### config.mk
export PLATFORM = sky130hd
export DESIGN_NAME = uart_tx_fifo_flat
export DESIGN_NICKNAME = d
export VERILOG_FILES = /design/src/rtl/uart_tx_fifo_if.sv /design/src/rtl/uart_tx_fifo.sv /design/src/flat_wrapper.sv
export SDC_FILE = /design/constraint.sdc
export NUM_CORES = 1
export LEC_CHECK = 0
export CELL_PAD_IN_SITES_DETAIL_PLACEMENT = 0
export CELL_PAD_IN_SITES_GLOBAL_PLACEMENT = 2
export CORE_MARGIN = 5
export CORE_UTILIZATION = 50
export CTS_CLUSTER_SIZE = 16
export DETAILED_ROUTE_END_ITERATION = 10
export PLACE_DENSITY_LB_ADDON = 0.1
export SYNTH_ARGS = -nofsm -noshare
export SYNTH_HDL_FRONTEND = slang
export SYNTH_SLANG_ARGS = --single-unit
### constraint.sdc
create_clock -name clk -period 8 [get_ports clk]
set_input_delay 1.2 -clock clk [delete_from_list [all_inputs] [get_ports clk]]
set_output_delay 1.2 -clock clk [all_outputs]
set_load 0.01 [all_outputs]
### src/rtl/uart_tx_fifo_if.sv
// rtl/uart_tx_fifo_if.sv - byte push handshake between a producer and the buffered UART transmitter
interface uart_tx_fifo_if;
    logic [7:0] tx_data;
    logic       tx_valid;
    logic       tx_busy;

    modport master (
        output tx_data,
        output tx_valid,
        input  tx_busy
    );

    modport slave (
        input  tx_data,
        input  tx_valid,
        output tx_busy
    );
endinterface

### src/rtl/uart_tx_fifo.sv
// rtl/uart_tx_fifo.sv - FIFO-buffered 8N1 UART transmitter with sticky overflow flag
module uart_tx_fifo #(
    parameter int CLK_HZ = 50000000,
    parameter int BAUD   = 115200,
    parameter int DEPTH  = 16
) (
    input  logic                   clk,
    input  logic                   rst_n,
    uart_tx_fifo_if.slave          bus,
    output logic                   tx,
    output logic                   tx_active,
    output logic [$clog2(DEPTH):0] fifo_level,
    output logic                   overflow
);
    localparam int DIV   = (CLK_HZ + BAUD / 2) / BAUD;
    localparam int PTR_W = $clog2(DEPTH);
    localparam int LVL_W = PTR_W + 1;
    localparam int CNT_W = $clog2(DIV);

    localparam logic [CNT_W-1:0] CNT_LAST = CNT_W'(DIV - 1);
    localparam logic [LVL_W-1:0] LVL_FULL = LVL_W'(DEPTH);

    typedef enum logic [1:0] {
        S_IDLE,
        S_START,
        S_DATA,
        S_STOP
    } state_t;

    state_t             state, state_nxt;
    logic [CNT_W-1:0]   cnt, cnt_nxt;
    logic [2:0]         idx, idx_nxt;
    logic [7:0]         shift, shift_nxt;
    logic               tx_q, tx_nxt;
    logic [PTR_W-1:0]   wr_ptr, rd_ptr;
    logic [LVL_W-1:0]   level, level_nxt;
    logic               busy_q;
    logic               overflow_q;
    logic [7:0]         mem [DEPTH];
    logic [1:0]         rst_sync;
    logic               run;
    logic               full, have_data, push_req, push_ok, drop, pop, bit_end;

    // Release from reset is retimed through two flops; assertion stays asynchronous.
    always_ff @(posedge clk or negedge rst_n) begin
        if (!rst_n) begin
            rst_sync <= 2'b00;
        end else begin
            rst_sync <= {rst_sync[0], 1'b1};
        end
    end

    assign run       = rst_sync[1];
    assign full      = (level == LVL_FULL);
    assign have_data = (level != '0);
    assign push_req  = bus.tx_valid & run;
    assign push_ok   = push_req & ~full;
    // A full FIFO drops the byte even when a pop frees a slot in the same cycle.
    assign drop      = push_req & full;
    assign bit_end   = (cnt == CNT_LAST);

    always_ff @(posedge clk) begin
        if (push_ok) begin
            mem[wr_ptr] <= bus.tx_data;
        end
    end

    always_comb begin
        state_nxt = state;
        cnt_nxt   = cnt;
        idx_nxt   = idx;
        shift_nxt = shift;
        pop       = 1'b0;
        tx_nxt    = 1'b1;

        case (state)
            S_IDLE: begin
                if (run && have_data) begin
                    pop       = 1'b1;
                    shift_nxt = mem[rd_ptr];
                    cnt_nxt   = '0;
                    state_nxt = S_START;
                end
            end
            S_START: begin
                if (bit_end) begin
                    cnt_nxt   = '0;
                    idx_nxt   = 3'd0;
                    state_nxt = S_DATA;
                end else begin
                    cnt_nxt = cnt + 1'b1;
                end
            end
            S_DATA: begin
                if (bit_end) begin
                    cnt_nxt = '0;
                    if (idx == 3'd7) begin
                        state_nxt = S_STOP;
                    end else begin
                        idx_nxt   = idx + 3'd1;
                        shift_nxt = {1'b0, shift[7:1]};
                    end
                end else begin
                    cnt_nxt = cnt + 1'b1;
                end
            end
            S_STOP: begin
                if (bit_end) begin
                    cnt_nxt = '0;
                    // Chain straight into the next start bit so a burst has no idle gap.
                    if (have_data) begin
                        pop       = 1'b1;
                        shift_nxt = mem[rd_ptr];
                        state_nxt = S_START;
                    end else begin
                        state_nxt = S_IDLE;
                    end
                end else begin
                    cnt_nxt = cnt + 1'b1;
                end
            end
            default: begin
                state_nxt = S_IDLE;
            end
        endcase

        case (state_nxt)
            S_START: tx_nxt = 1'b0;
            S_DATA:  tx_nxt = shift_nxt[0];
            default: tx_nxt = 1'b1;
        endcase
    end

    always_comb begin
        level_nxt = level;
        case ({push_ok, pop})
            2'b10:   level_nxt = level + 1'b1;
            2'b01:   level_nxt = level - 1'b1;
            default: level_nxt = level;
        endcase
    end

    always_ff @(posedge clk or negedge rst_n) begin
        if (!rst_n) begin
            state <= S_IDLE;
            cnt   <= '0;
            idx   <= 3'd0;
            shift <= 8'h00;
            tx_q  <= 1'b1;
        end else begin
            state <= state_nxt;
            cnt   <= cnt_nxt;
            idx   <= idx_nxt;
            shift <= shift_nxt;
            tx_q  <= tx_nxt;
        end
    end

    always_ff @(posedge clk or negedge rst_n) begin
        if (!rst_n) begin
            wr_ptr     <= '0;
            rd_ptr     <= '0;
            level      <= '0;
            busy_q     <= 1'b0;
            overflow_q <= 1'b0;
        end else begin
            if (push_ok) begin
                wr_ptr <= wr_ptr + 1'b1;
            end
            if (pop) begin
                rd_ptr <= rd_ptr + 1'b1;
            end
            level  <= level_nxt;
            busy_q <= (level_nxt == LVL_FULL);
            if (drop) begin
                overflow_q <= 1'b1;
            end
        end
    end

    assign tx          = tx_q;
    assign tx_active   = (state != S_IDLE) || have_data;
    assign fifo_level  = level;
    assign overflow    = overflow_q;
    assign bus.tx_busy = busy_q;
endmodule

### src/flat_wrapper.sv
// flat-port wrapper written by rule: the top's interface ports become plain ports
module uart_tx_fifo_flat 
#(
    parameter int CLK_HZ = 50000000,
    parameter int BAUD   = 115200,
    parameter int DEPTH  = 16
)
  (clk, rst_n, tx, tx_active, fifo_level, overflow, bus_tx_data, bus_tx_valid, bus_tx_busy);
  uart_tx_fifo_if bus_i ();
  input  logic clk;
  input  logic rst_n;
  output logic tx;
  output logic tx_active;
  output logic [$clog2(DEPTH):0] fifo_level;
  output logic overflow;
  input wire logic [$bits(bus_i.tx_data)-1:0] bus_tx_data;
  input wire logic [$bits(bus_i.tx_valid)-1:0] bus_tx_valid;
  output wire logic [$bits(bus_i.tx_busy)-1:0] bus_tx_busy;
  assign bus_i.tx_data = bus_tx_data;
  assign bus_i.tx_valid = bus_tx_valid;
  assign bus_tx_busy = bus_i.tx_busy;
  uart_tx_fifo #(.CLK_HZ(CLK_HZ), .BAUD(BAUD), .DEPTH(DEPTH)) u_core (.clk(clk), .rst_n(rst_n), .bus(bus_i), .tx(tx), .tx_active(tx_active), .fifo_level(fifo_level), .overflow(overflow));
endmodule
==> results of run 1 <==
sequential cells by signal (all words and copies together) (netlist names):
signal	count
u_core.fifo_level	5
u_core.shift	8
u_core.overflow	1
u_core.bus.tx_busy	1
u_core.rd_ptr	4
u_core.mem	128
u_core.tx	1
u_core.rst_sync	2
u_core.wr_ptr	4
u_core.state	2
u_core.cnt	9
u_core.idx	3
kinds of logic after synthesis:
kind of cell	after synthesis	share of synthesized area [%]
other	1	0.0520
adders and majority gates	17	2.95
buffers and inverters	27	1.81
and+or+nand+nor	98	7.90
AOI/OAI and AO/OA	63	5.64
muxes	42	12.8
DFF	168	67.3
xor gates and xnor gates	13	1.58
synthesized netlist by cell type (3+ instances only):
master / n
nor2_1: 9
a22oi_1: 8
ha_1: 17
o21ai_0: 28
and2_1: 14
a21oi_1: 5
buf_2: 4
nand2_1: 35
nand2b_1: 5
nand3_1: 3
nor3b_1: 3
xnor2_1: 6
a22o_1: 5
xor2_1: 7
clkbuf_1: 9
and3_1: 4
a31oi_1: 4
nor3_1: 3
edfxtp_1: 128
inv_1: 7
mux4_2: 40
and4_1: 5
a21o_1: 3
nor2b_1: 3
dfrtp_1: 39
layer usage:
metal	up-vias	part of all wire, %	wire (microns)
met5	-	0	0
met4	0	0.80	110
met3	9	4.2	576
met2	70	47	6430
met1	1986	48	6660
li1	1729	-	-
layout make-up:
type	count	area, sq um
fillers	1104	5880
clock buffers	17	425
clock inverters	15	154
multi-input cells	234	2230
repair buffers	21	200
well taps	180	225
flip-flops and latches	168	4850
inverters	7	26.3
worst max-delay path: stages:
cell	delay, ns
clkdlybuf4s50_1	0.48
nand2_1	0.06
a21oi_1	0.80
inv_1	0.23
ha_1	0.47
nand2b_1	0.19
a21oi_1	0.11
a32o_1	0.15
xor2_1	0.18
nor4b_2	0.21
worst paths after layout:
kind | to | slack (ns) | cells past startpoint
max | u_core.bus.tx_busy | 4.25 | 10
min | u_core.rst_sync[1] | 0.35 | 0
max reg2reg | u_core.bus.tx_busy | 4.68 | 10
min reg2reg | u_core.rst_sync[1] | 0.35 | 0
max in group asynchronous | u_core.rd_ptr[0] | 6.46 | 1
min in group asynchronous | u_core.shift[2] | 0.90 | 1
power by group:
part / internal (mW) / switching (mW) / total (mW)
Sequential: 1.05 / 0.137 / 1.19
Clock: 0.416 / 0.374 / 0.790
Combinational: 0.397 / 0.411 / 0.808
Total: 1.86 / 0.922 / 2.79
==> flow_summary.toml, run 1 <==
[worst_setup_path]
worstSetupStartpointType = "input port"
startpoint = "bus_tx_valid"
critical_path_class = "in -> reg"
critPathMaxFanout = 13
arrival_ns = 4.08
required_ns = 8.33
rr_startpoint = "u_core.state[0]"
crit_path_end_kind = "register"

[timing]
fin_crit_ns = 3.75
hold_viol_final = 0
worstMarginPinSlew_ns = 1.05
timing.hold.ws_ns = 0.346
setup_viol = 0
slew_violations = 0
rsz0062_at_grt = "no"
slew_headroom_pct = 30.3
fmax_mhz = 267
fin_setup_tns_ns = 0
period_share_pct = 46.8
clock_skew_ns = 0.0108
fin_ws_ns = 4.25

[route]
drt_wl_total_microns = 13800
drc = 0
wl_per_cell_microns = 21.5
viasPerCell = 5.91
drtPass1Iterations = 6
drt_iter0_drc = 386
drtAntennaViolNets = 0
vias = 3794

[floorplanning]
die_h_microns = 130
row_count = 43
start_util_pct = 51.5
dieArea_sq_mm = 0.0169
core_sq_mm = 0.0140
io_pins = 20
fp.dieW_microns = 130

[flow_run]
max_cap_viol_count = 0

[logic_synthesis]
synth_edf_count = 128
synth.top_cell.area_share_pct = 53.3
syn_area_per_cell_sq_um = 16.8
syn_nets = 457
ys_seq_area_share_pct = 67.3
ys_warn_count = 0
ys_seq_elements = 168
synth_area_leader_cell = "edfxtp_1"
async_reset_ff_share_pct = 23.8
syn-cell-area_sq_mm = 0.00721
synthCells = 429
yosysUniqueCellTypes = 53
yosys_most_used_dff = "edfxtp_1"
synth.top_cells.by_area = "edfxtp_1 53%, dfrtp_1 14%, mux4_2 13%, ha_1 3.0%, o21ai_0 1.9%"

[placement]
pre_cts_ws_ns = 3.83
gp_congestion = 0.763
placed_area_sq_mm = 0.00753
dp_hpwl_microns = 9360
io_buffer_count = 19
numPlacedInstances = 610

[global_route]
overflow = 0
grt_first_pass_wirelength_microns = 22300
grt_max_degree = 41
grt_use_total_pct = 17.9
antenna_found_initial = 0
met2_usage_pct = 25.8
grt_use_met3_pct = 4.75
use_met1_pct = 27.4
busiest_layer = "met1"
grt_pass1_vias = 3849

[cells_and_area]
antenna_cells = 0
layout_common_cells = "128 x edfxtp_1, 40 x mux4_2, 38 x dfrtp_1, 35 x nand2_1, 28 x o21ai_0"
area_delta_synth_final_pct = 12.5
fin_cells = 642
layout_commonest_cell = "edfxtp_1"
fin_area_sq_mm = 0.00811
nets = 477
final_core_utilization_pct = 58.0
drive_gt1_share_pct = 19.3

[outcome]
outcome = "finished, final reports clean"

[pwr]
pwr_density_cell_mw_per_mm2 = 344
p_leak_nw = 2.82
ir_drop_v = 0.000244
power_mw = 2.79

[worst_hold_path]
hp-class = "reg -> reg"
hold_start = "u_core.rst_sync[0]"

[clock_network]
cts_tree = "done"
cts_setup_buffers = 0
cts-resized-gates = 0
cts_root_buffer = "clkbuf_16"
cts_hold_buf = 0
numCtsBuffers = 17
clock-sinks = 168
insertion_delay_ns = 0.43
htreeDepth = 4
clk_pin_slew_worst_paths_ns = 0.07
clockBufferDepth = 2
Power figures use the tool's default switching activity.
==> run 2, diff against run 1 <==
--- a/config.mk
+++ b/config.mk
@@ -8,7 +8,7 @@
 export CELL_PAD_IN_SITES_DETAIL_PLACEMENT = 0
 export CELL_PAD_IN_SITES_GLOBAL_PLACEMENT = 2
 export CORE_MARGIN = 5
-export CORE_UTILIZATION = 50
+export CORE_UTILIZATION = 42
 export CTS_CLUSTER_SIZE = 16
 export DETAILED_ROUTE_END_ITERATION = 10
 export PLACE_DENSITY_LB_ADDON = 0.1
==> constraint.sdc (replaced) <==
create_clock -name clk -period 3.1 [get_ports clk]
set_input_delay 0.465 -clock clk [delete_from_list [all_inputs] [get_ports clk]]
set_output_delay 0.465 -clock clk [all_outputs]
set_load 0.01 [all_outputs]
==> run 2 against run 1 <==
First-iteration DRC count shrank 32%. Critical path depth shrank 6. Wire length grew 7.8%. Sequential power grew to 2.5 times the previous value. Die area grew 18%. Critical path type is now reg -> out. Largest cell class unchanged. Highest routed layer unchanged.
==> flow_summary.toml, run 2 (synthesis results as in run 1) <==
[outcome]
outcome = "finished, final reports clean"

[timing]
slew_violations = 0
setup_viol = 0
rsz0062_at_grt = "no"
slew_headroom_pct = 35.4
worstMarginPinSlew_ns = 0.969
fin_crit_ns = 2.80
fmax_mhz = 357
fin_ws_ns = 0.302
period_share_pct = 90.3
hold_viol_final = 0
fin_setup_tns_ns = 0
clock_skew_ns = 0.0120

[global_route]
grt_max_degree = 41
grt_first_pass_wirelength_microns = 23200
antenna_found_initial = 0
grt_pass1_vias = 3841
overflow = 0
grt_use_total_pct = 15.7

[clock_network]
cts_root_buffer = "clkbuf_16"
htreeDepth = 4
numCtsBuffers = 17
cts_hold_buf = 0
clock-sinks = 168
cts_setup_buffers = 0
clk_pin_slew_worst_paths_ns = 0.07
clockBufferDepth = 2
cts_tree = "done"
insertion_delay_ns = 0.43
cts-resized-gates = 0

[placement]
gp_congestion = 0.787
io_buffer_count = 19
pre_cts_ws_ns = 0.362
placed_area_sq_mm = 0.00771
dp_hpwl_microns = 9760

[worst_setup_path]
critPathBufInv = 1
required_ns = 2.63
cp_top_family = "simple AND/OR/NAND/NOR gates"
max_stage_delay_ns = 0.61
arrival_ns = 2.33
critPathMaxFanout = 9
cp_slowest_cell = "or4_1"
critical_path_class = "reg -> out"
r2r_slack_ns = 0.37
worstSetupStartpointType = "register"
path_cells = "or4_1 -> nor2_4 -> nand2_1 -> clkdlybuf4s50_1"
crit_path_end_kind = "output pin"

[cells_and_area]
layout_common_cells = "128 x edfxtp_1, 40 x mux4_2, 38 x dfrtp_1, 35 x nand2_1, 28 x o21ai_0"
largest_register = "u_core.mem"
fin_area_sq_mm = 0.00832
area_delta_synth_final_pct = 15.5
nets = 491
largest_reg_flops = 128
antenna_cells = 0
top_regs = "u_core.mem (128), u_core.cnt (9), u_core.shift (8)"
drive_gt1_share_pct = 21.5
layout_commonest_cell = "edfxtp_1"

[floorplanning]
core_sq_mm = 0.0167
fp.dieW_microns = 141
io_pins = 20
start_util_pct = 43.1
row_count = 47
dieArea_sq_mm = 0.0199
die_h_microns = 141

[route]
drt_iter0_drc = 264
wl_met2_microns = 6730
drt_wl_total_microns = 14800
viasPerCell = 5.53
wl_met1_microns = 7280
met3_length_microns = 659
wl_per_cell_microns = 21.4
drtPass1Iterations = 4
drc = 0
highest_layer = "met4"
vias = 3846
drtAntennaViolNets = 0

[pwr]
p_leak_nw = 2.91
ir_drop_v = 0.000453
pwr_density_cell_mw_per_mm2 = 895

[worst_hold_path]
hp-class = "in -> async"

[flow_run]
max_cap_viol_count = 0
-- run 2: power by group --
| part | switching (mW) | leakage (nW) | internal [mW] |
|---|---|---|---|
| logic | 1.13 | 0.957 | 1.10 |
| clock network | 0.914 | 0.290 | 1.29 |
| registers | 0.305 | 1.67 | 2.71 |
| total | 2.35 | 2.91 | 5.10 |
-- run 2: worst paths after layout --
| check | start | endpoint | cells after the start |
|---|---|---|---|
| min in group clk | u_core.rst_sync[0] | u_core.rst_sync[1] | 0 |
| worst min register to register | u_core.rst_sync[0] | u_core.rst_sync[1] | 0 |
| worst min-delay path | rst_n | u_core.cnt[8] | 1 |
| max in group asynchronous | rst_n | u_core.rd_ptr[0] | 1 |
| worst max register to register | u_core.fifo_level[0] | u_core.bus.tx_busy | 10 |
| worst max-delay path | u_core.fifo_level[0] | tx_active | 4 |
-- run 2: metrics by stage --
step                      hold WS (ns)  util (%)  instances  total power, mW
final                            0.196      49.8        695             7.45
after global routing             0.282      49.8        695             7.87
after CTS                        0.225      49.8        695             7.55
after detailed placement         0.336      46.2        664             5.34
after global placement           0.336      46.2        664             5.33
after floorplan                  0.169         -        429             4.58
-- run 2: cell type report --
type | count | area, sq um
Clock inverter | 14 | 185
Fill cell | 1417 | 8380
Tap cell | 220 | 275
Timing Repair Buffer | 35 | 330
Inverter | 7 | 26.3
Sequential cell | 168 | 4850
Multi-Input combinational cell | 234 | 2230
Clock buffer | 17 | 425
-- run 2: routing by layer --
metal | vias to the layer above | global-route usage, %
met5 | - | 0
met4 | 0 | 4.18
met3 | 12 | 4.50
met2 | 75 | 22.2
met1 | 2009 | 24.0
li1 | 1750 | -
==> run 3, diff against run 2 <==
--- a/config.mk
+++ b/config.mk
@@ -7,7 +7,6 @@
 export LEC_CHECK = 0
 export CELL_PAD_IN_SITES_DETAIL_PLACEMENT = 0
 export CELL_PAD_IN_SITES_GLOBAL_PLACEMENT = 2
-export CORE_MARGIN = 5
 export CORE_UTILIZATION = 42
 export CTS_CLUSTER_SIZE = 16
 export DETAILED_ROUTE_END_ITERATION = 10
==> run 3 against run 2 <==
Wire length decreased by 4.2%. Setup slack gained 0.12 ns. Count of clock-buffer cells in the layout up 1. First-iteration DRC count down 14%. Non-clock buffer count is 2 higher. Via count fell by 2.5%. Critical path type unchanged. Largest power group unchanged.
==> flow_summary.toml, run 3 (synthesis results as in run 1) <==
[timing]
slew_violations = 0
rsz0062_at_grt = "no"
hold_viol_final = 0
period_share_pct = 86.5
slew_headroom_pct = 38.3
worstMarginPinSlew_ns = 0.925
fmax_mhz = 373
setup_viol = 0
fin_crit_ns = 2.68
clock_skew_ns = 0.00601
fin_setup_tns_ns = 0

[floorplanning]
fp.dieW_microns = 133
dieArea_sq_mm = 0.0177
core_sq_mm = 0.0166
io_pins = 20
row_count = 47
die_h_microns = 133
start_util_pct = 43.3

[global_route]
grt_pass1_vias = 3823
grt_max_degree = 41
grt_use_total_pct = 17.5
overflow = 0
antenna_found_initial = 0
grt_first_pass_wirelength_microns = 22700

[route]
drtPass1Iterations = 6
drc = 0
vias = 3751
drt_iter0_drc = 226
drtAntennaViolNets = 0
drt_wl_total_microns = 14200
viasPerCell = 5.37
wl_per_cell_microns = 20.4

[worst_setup_path]
rr_startpoint = "u_core.state[0]"
crit_cells = 4
cp_top_family = "simple AND/OR/NAND/NOR gates"
arrival_ns = 2.22
cp_slowest_cell = "or4_1"
path_cells = "or4_1 -> nor2_4 -> nand2_1 -> clkdlybuf4s50_1"
timing.rr.end = "u_core.bus.tx_busy"
critical_path_class = "reg -> out"
max_stage_delay_ns = 0.59
worstSetupStartpointType = "register"
startpoint = "u_core.fifo_level[0]"
r2r_slack_ns = 0.42
crit_end = "tx_active"
reg2reg_depth = 11
critPathMaxFanout = 7
critPathBufInv = 1
crit_path_end_kind = "output pin"
required_ns = 2.63

[cells_and_area]
largest_reg_flops = 128
n_fill_cell = 1395
largest_register = "u_core.mem"
nets = 493
layout_commonest_cell = "edfxtp_1"
antenna_cells = 0
drive_gt1_share_pct = 21.5
area_delta_synth_final_pct = 15.7
fin_area_sq_mm = 0.00834
fin_cells = 698
top_regs = "u_core.mem (128), u_core.cnt (9), u_core.shift (8)"
layout_common_cells = "128 x edfxtp_1, 40 x mux4_2, 38 x dfrtp_1, 35 x nand2_1, 28 x o21ai_0"

[pwr]
p_leak_nw = 2.93
ir_drop_v = 0.000398
power_frac_clock_pct = 29.5
p_comb_share_pct = 29.6
p_sw_share_pct = 31.2
p_int_mw = 5.14
p_seq_share_pct = 40.9
pwr_density_cell_mw_per_mm2 = 896
switchingPower_mw = 2.33

[clock_network]
cts-resized-gates = 0
insertion_delay_ns = 0.42
cts_setup_buffers = 0
htreeDepth = 4
cts_hold_buf = 0
cts_root_buffer = "clkbuf_16"
clock-sinks = 168
numCtsBuffers = 17
clockBufferDepth = 2
cts_tree = "done"
clk_pin_slew_worst_paths_ns = 0.06

[placement]
dp_hpwl_microns = 9710
gp_congestion = 0.712
io_buffer_count = 19
numPlacedInstances = 666
placed_area_sq_mm = 0.00772

[flow_run]
max_cap_viol_count = 0

[outcome]
outcome = "finished, final reports clean"

[worst_hold_path]
hp-class = "in -> async"
==> run 3: cell count changes in the layout (fill, tap and decap cells not counted) <==
cell | before | now
clkinv_4 | 1 | 3
buf_4 | 14 | 16
inv_8 | 1 | 3
inv_6 | 6 | 3
clkinv_1 | 0 | 1
clkinvlp_4 | 3 | 1
clkbuf_1 | 0 | 1
==> run 3: power groups by stage <==
stage	logic, mW	registers (mW)	clock network, mW
after floorplan	1.65	2.93	0
after global placement	2.24	3.10	0
after detailed placement	2.23	3.11	0
after CTS	2.24	3.07	2.25
after global routing	2.42	3.11	2.34
final	2.21	3.05	2.21
==> run 3: how the worst min path moves through the flow <==
stage                               to  slack (ns)  cells after the start
global placement    u_core.rst_sync[1]        0.34                      0
global route             u_core.cnt[4]        0.28                      1
detailed placement  u_core.rst_sync[1]        0.35                      0
finish                   u_core.cnt[4]        0.19                      1
floorplan           u_core.bus.tx_busy        0.17                      0
CTS                      u_core.cnt[4]        0.23                      1
==> run 3: final cells by class <==
cell class	instances	area, sq um	area share [%]
repair buffers	37	345	4.14
clock buffers	18	429	5.15
clock inverters	14	188	2.25
inverters	7	26.3	0.315
flip-flops and latches	168	4850	58.1
multi-input cells	234	2230	26.7
well taps	220	275	3.30
==> run 3: routing by layer <==
layer | up-vias | track usage, % | wire (microns)
met5 | - | 0 | 0
met4 | 0 | 5.75 | 156
met3 | 10 | 3.33 | 557
met2 | 70 | 24.8 | 6280
met1 | 1907 | 27.1 | 7240
li1 | 1764 | - | -
==> run 3: metrics by stage <==
stage | power, mW | util [%] | hold slack, ns | setup WS (ns)
after floorplan | 4.58 | - | 0.169 | 0.403
after global placement | 5.34 | 46.4 | 0.337 | 0.341
after detailed placement | 5.34 | 46.4 | 0.351 | 0.347
after CTS | 7.56 | 50.1 | 0.231 | 0.382
after global routing | 7.87 | 50.1 | 0.277 | 0.191
final | 7.47 | 50.1 | 0.187 | 0.418
